--- config.mk ---
export PLATFORM = sky130hd
export DESIGN_NAME = timer_irq_src
export DESIGN_NICKNAME = d
export VERILOG_FILES = /design/src/rtl/timer_irq_src.sv
export SDC_FILE = /design/constraint.sdc
export NUM_CORES = 1
export LEC_CHECK = 0
export ABC_AREA = 1
export BUFFER_PORTS_ARGS = -buffer_cell sky130_fd_sc_hd__buf_2
export CORE_MARGIN = 5
export CORE_UTILIZATION = 55
export CTS_BUF_LIST = sky130_fd_sc_hd__clkbuf_4
export DETAILED_ROUTE_END_ITERATION = 8
export PLACE_DENSITY = 0.81
export SKIP_LAST_GASP = 1
export SLEW_MARGIN = 20
export SYNTH_ARGS = -nofsm -noshare
export SYNTH_HDL_FRONTEND = slang
export SYNTH_SLANG_ARGS = --single-unit
--- constraint.sdc ---
create_clock -name clk -period 2.45 [get_ports clk]
set_input_delay 0.3675 -clock clk [delete_from_list [all_inputs] [get_ports clk]]
set_output_delay 0.3675 -clock clk [all_outputs]
set_load 0.01 [all_outputs]
--- src/rtl/timer_irq_src.sv ---
// ============================================================================
// Module      : timer_irq_src
// Description : Memory-mapped countdown timer feeding one cp0 hwirq line.
//               Registers: CTRL (EN, MODE, IM), PRESET (r/w), COUNT (r/o).
//               One-shot expiry holds a level irq until the next CTRL/PRESET
//               write; auto-reload expiry emits a one-cycle pulse per period.
//               Optional macro TIMER_PRESCALE_EN inserts a PRESCALE-cycle
//               prescaler in front of the COUNT decrement.
// Revision    : 1.0 - initial release
// ============================================================================
`timescale 1ns/1ps
`default_nettype none

module timer_irq_src #(
  parameter int unsigned PRESCALE = 1
) (
  input  logic        clk,
  input  logic        rst,
  input  logic [1:0]  addr,
  input  logic        write_enable,
  input  logic [31:0] write_data,
  output logic [31:0] read_data,
  output logic        irq
);

  // Register map word indices
  localparam logic [1:0] c_ADDR_CTRL   = 2'd0;
  localparam logic [1:0] c_ADDR_PRESET = 2'd1;
  localparam logic [1:0] c_ADDR_COUNT  = 2'd2;

  // FSM state encoding
  localparam logic [1:0] c_ST_IDLE = 2'd0;
  localparam logic [1:0] c_ST_LOAD = 2'd1;
  localparam logic [1:0] c_ST_CNT  = 2'd2;
  localparam logic [1:0] c_ST_INT  = 2'd3;

  // MODE value selecting auto-reload; every other encoding behaves one-shot
  localparam logic [1:0] c_MODE_AUTO = 2'b01;

  logic [1:0]  r_state;
  logic        r_en;
  logic [1:0]  r_mode;
  logic        r_im;
  logic [31:0] r_preset;
  logic [31:0] r_count;
  logic        r_pending;
  logic        r_pulse_clr;

  logic        w_wr_ctrl;
  logic        w_wr_preset;
  logic        w_oneshot;
  logic        w_tick;

  assign w_wr_ctrl   = write_enable && (addr == c_ADDR_CTRL);
  assign w_wr_preset = write_enable && (addr == c_ADDR_PRESET);
  assign w_oneshot   = (r_mode != c_MODE_AUTO);

  // A PRESCALE of zero has no meaning; nothing elaborates for legal values.
  if (PRESCALE < 1) begin : g_prescale_invalid
  end

`ifdef TIMER_PRESCALE_EN
  localparam int unsigned c_PS_W = (PRESCALE > 1) ? $clog2(PRESCALE) : 1;
  localparam logic [c_PS_W-1:0] c_PS_LAST = c_PS_W'(PRESCALE - 1);

  logic [c_PS_W-1:0] r_ps;

  assign w_tick = (r_ps == c_PS_LAST);

  // Prescaler runs only while actively counting; it restarts from 0 otherwise
  always_ff @(posedge clk or posedge rst) begin
    if (rst) begin
      r_ps <= '0;
    end else if (r_state == c_ST_CNT && r_en) begin
      r_ps <= w_tick ? '0 : r_ps + 1'b1;
    end else begin
      r_ps <= '0;
    end
  end
`else
  assign w_tick = 1'b1;
`endif

  // Timer FSM and COUNT register; COUNT saturates at 0 on expiry
  always_ff @(posedge clk or posedge rst) begin
    if (rst) begin
      r_state <= c_ST_IDLE;
      r_count <= '0;
    end else begin
      case (r_state)
        c_ST_IDLE: begin
          if (r_en) r_state <= c_ST_LOAD;
        end
        c_ST_LOAD: begin
          r_count <= r_preset;
          r_state <= c_ST_CNT;
        end
        c_ST_CNT: begin
          if (!r_en) begin
            r_state <= c_ST_IDLE;
          end else if (w_tick) begin
            if (r_count > 32'd1) begin
              r_count <= r_count - 32'd1;
            end else begin
              r_count <= '0;
              r_state <= c_ST_INT;
            end
          end
        end
        c_ST_INT: begin
          r_state <= w_oneshot ? c_ST_IDLE : c_ST_LOAD;
        end
        default: r_state <= c_ST_IDLE;
      endcase
    end
  end

  // CTRL fields; a bus write beats the one-shot self-clear of EN
  always_ff @(posedge clk or posedge rst) begin
    if (rst) begin
      r_en   <= 1'b0;
      r_mode <= 2'b00;
      r_im   <= 1'b0;
    end else if (w_wr_ctrl) begin
      r_en   <= write_data[0];
      r_mode <= write_data[2:1];
      r_im   <= write_data[3];
    end else if (r_state == c_ST_INT && w_oneshot) begin
      r_en   <= 1'b0;
    end
  end

  // PRESET only changes by bus write; COUNT picks it up at the next LOAD
  always_ff @(posedge clk or posedge rst) begin
    if (rst) begin
      r_preset <= '0;
    end else if (w_wr_preset) begin
      r_preset <= write_data;
    end
  end

  // Pending: set on expiry (wins over writes), cleared by CTRL/PRESET writes
  // or, for auto-reload, automatically one cycle after being set
  always_ff @(posedge clk or posedge rst) begin
    if (rst) begin
      r_pending   <= 1'b0;
      r_pulse_clr <= 1'b0;
    end else if (r_state == c_ST_INT) begin
      r_pending   <= 1'b1;
      r_pulse_clr <= !w_oneshot;
    end else begin
      r_pulse_clr <= 1'b0;
      if (w_wr_ctrl || w_wr_preset || r_pulse_clr) r_pending <= 1'b0;
    end
  end

  // Combinational register read-back; reserved word reads as zero
  always_comb begin
    read_data = '0;
    case (addr)
      c_ADDR_CTRL:   read_data = {28'd0, r_im, r_mode, r_en};
      c_ADDR_PRESET: read_data = r_preset;
      c_ADDR_COUNT:  read_data = r_count;
      default:       read_data = '0;
    endcase
  end

  assign irq = r_pending & r_im;

endmodule

`default_nettype wire

==> impl_metrics.toml <==
[outcome]
run_status = "finished, final reports clean"

[pwr]
swShare = 0.480
intPower_mw = 2.64
max-vdd-ir-drop_mv = 0.413
p_per_area_nw_per_um2 = 1010
p_sw_mw = 2.43
p_leak_nw = 2.61
comb_power_share = 0.466
seq_power_share = 0.388
pwr-share-clk = 0.146

[clock_network]
cts_buffers = 9
cts-resized-gates = 0
cts_hold_buf = 1
root_buffer = "clkbuf_4"
cts.sinks = 72
cts_tree = "built"
cts_setup_buffers = 0
clock_latency_ns = 0.43
path_clk_slew_ns = 0.13
cts.htree.levels = 3
clockBufferDepth = 2

[synth]
yosysSeqAreaShare = 0.406
synth.area.top_cells = "dfrtp_1, nand2_1, inv_1, o21ai_0, nor2_1"
synth_edf_count = 0
ys_top_cells_by_count = "nand2_1, dfrtp_1, inv_1"
syn_avg_cell_area_um2 = 6.85
ys_ff_latch = 72
async_flop_share = 1.00
yosysMostFrequentCell = "nand2_1"
synthesis.nets = 687
synth_ff_type = "dfrtp_1"
synth_top_area_cell = "dfrtp_1"
synthCells = 648
synth_cell_types = 31
yosys_warnings = 0
synth_top_area_frac = 0.406
synthesis.area_um2 = 4440

[worst_setup_path]
arrival_ns = 1.73
worstRegToRegCells = 9
path_max_fanout = 32
crit_type = "in -> out"
cp-end-kind = "output pin"
critPathRequiredTime_ns = 2.08
crit_path_start = "addr[0]"
crit_path_start_kind = "primary input"
worstReg2RegStart = "r_count[0]"

[placed_design]
post-dp-hpwl_um = 8850
io_buffer_count = 69
gp_congestion = 0.947

[worst_hold_path]
hp-class = "in -> reg"
hp-start = "write_data[12]"
whs_path_depth = 3

[timing]
rsz0062_at_grt = "no"
slew_headroom = 0.439
fin_crit_sh = 0.854
worst_pin_slew_ns = 0.841
max_freq_ghz = 0.478
skew_ns = 0.0202
final.setup.tns_ns = 0
setup_violations = 0
min_period_ns = 2.09
finalHoldViolCount = 0
drv_slew = 0

[layout]
multiInputGateArea_um2 = 2250
seqCellArea_um2 = 1800
area_growth_pct = 12.8
layout.nets = 750
layout-drive-gt1-share = 0.172
fillers = 738
final_util = 0.641
antenna_cells = 0

[die]
dieArea_um2 = 9960
row_count = 32
dieWidth_um = 99.8
core_area_um2 = 7810
io_pins = 70
die_h_um = 99.8
start_util = 0.568

[run]
drv_cap = 0

[routing]
vias = 4365
first_pass_iters = 5
drc = 0
wirelength_um = 12300
drt-wirelength-per-cell_um = 15.1
vias_per_cell = 5.34
drtIter0Drc = 301
ant_nets = 0

[global_routing]
overflow = 0
grt_max_degree = 48
grtUsageTotal = 0.261
grt_pass1_wl_um = 20700
grt_antenna_before_repair = 0
grt_pass1_vias = 4251
-- worst paths after layout --
kind,to,slack (ns)
max,read_data[12],0.36
min,r_preset[12],0.12
max reg2reg,r_count[27],0.40
min reg2reg,r_pending,0.46
max in group asynchronous,r_count[15],1.26
min in group asynchronous,r_preset[28],0.53
-- routing by layer --
| layer | GRT usage | up-vias | routed length, um |
|---|---|---|---|
| li1 | - | 2161 | - |
| met3 | 0.0563 | 14 | 778 |
| met2 | 0.419 | 142 | 5830 |
| met4 | 0.0725 | 0 | 134 |
| met5 | 0 | - | 0 |
| met1 | 0.357 | 2048 | 5590 |
-- cells by family after synthesis --
| group | Yosys count | share of synthesized area |
|---|---|---|
| AND/OR/NAND/NOR | 362 | 0.335 |
| buffers and inverters | 98 | 0.0877 |
| AO/OA/AOI/OAI | 95 | 0.128 |
| flip-flops | 72 | 0.406 |
| XOR/XNOR | 18 | 0.0355 |
| adder cells (fa/ha/maj) | 2 | 0.00564 |
| multiplexers | 1 | 0.00254 |
-- state kept, by name (all words and copies together) (netlist names) --
signal,flops
r_pending,1
r_en,1
r_mode,2
r_im,1
r_preset,32
r_count,32
r_state,2
r_pulse_clr,1
-- layout by cell type (no fill, tap or decap), types with 2 or more instances in the layout --
master,count
nand2_1,246
dfrtp_1,72
inv_1,71
buf_2,69
nor2_1,55
o21ai_0,53
nand3_1,37
xor2_1,17
o22ai_1,12
o21ai_2,10
nor2_2,9
clkbuf_4,9
buf_4,7
a21oi_1,5
a31oi_1,5
nor2_4,4
nand4_1,4
o211ai_1,4
nand2_2,3
o21ai_1,3
clkinvlp_4,3
ha_1,2
-- final cells by class --
type / count / area share
Clock inverter: 6 / 0.0122
Inverter: 72 / 0.0540
Clock buffer: 9 / 0.0135
Multi-Input combinational cell: 478 / 0.449
Tap cell: 102 / 0.0255
Timing Repair Buffer: 78 / 0.0855
Sequential cell: 72 / 0.360
-- worst max-delay path, cell delays in order --
cell and delay [ns]:
buf_2 0.35, or2_2 0.63, o21ai_0 0.19, buf_2 0.18
-- power by group through the flow --
stage	logic (mW)	clock network (mW)	registers [mW]
5_1_grt	2.67	0.815	2.01
4_1_cts	2.36	0.759	1.96
2_1_floorplan	1.79	0	1.85
3_3_place_gp	2.28	0	1.97
3_5_place_dp	2.34	0	1.98
6_report	2.37	0.744	1.97
-- through the flow --
stage               total power [mW]  hold slack (ns)  instances  instance area [um^2]  worst slack (ns)
global placement                4.25            0.442        801                  4870             0.435
floorplan                       3.65            0.410        648                  4440             0.258
CTS                             5.07           0.0950        817                  5000             0.391
finish                          5.08            0.123        817                  5000             0.357
detailed placement              4.31            0.434        801                  4870             0.395
global route                    5.50           0.0983        817                  5000             0.269
Power figures use the tool's default switching activity.
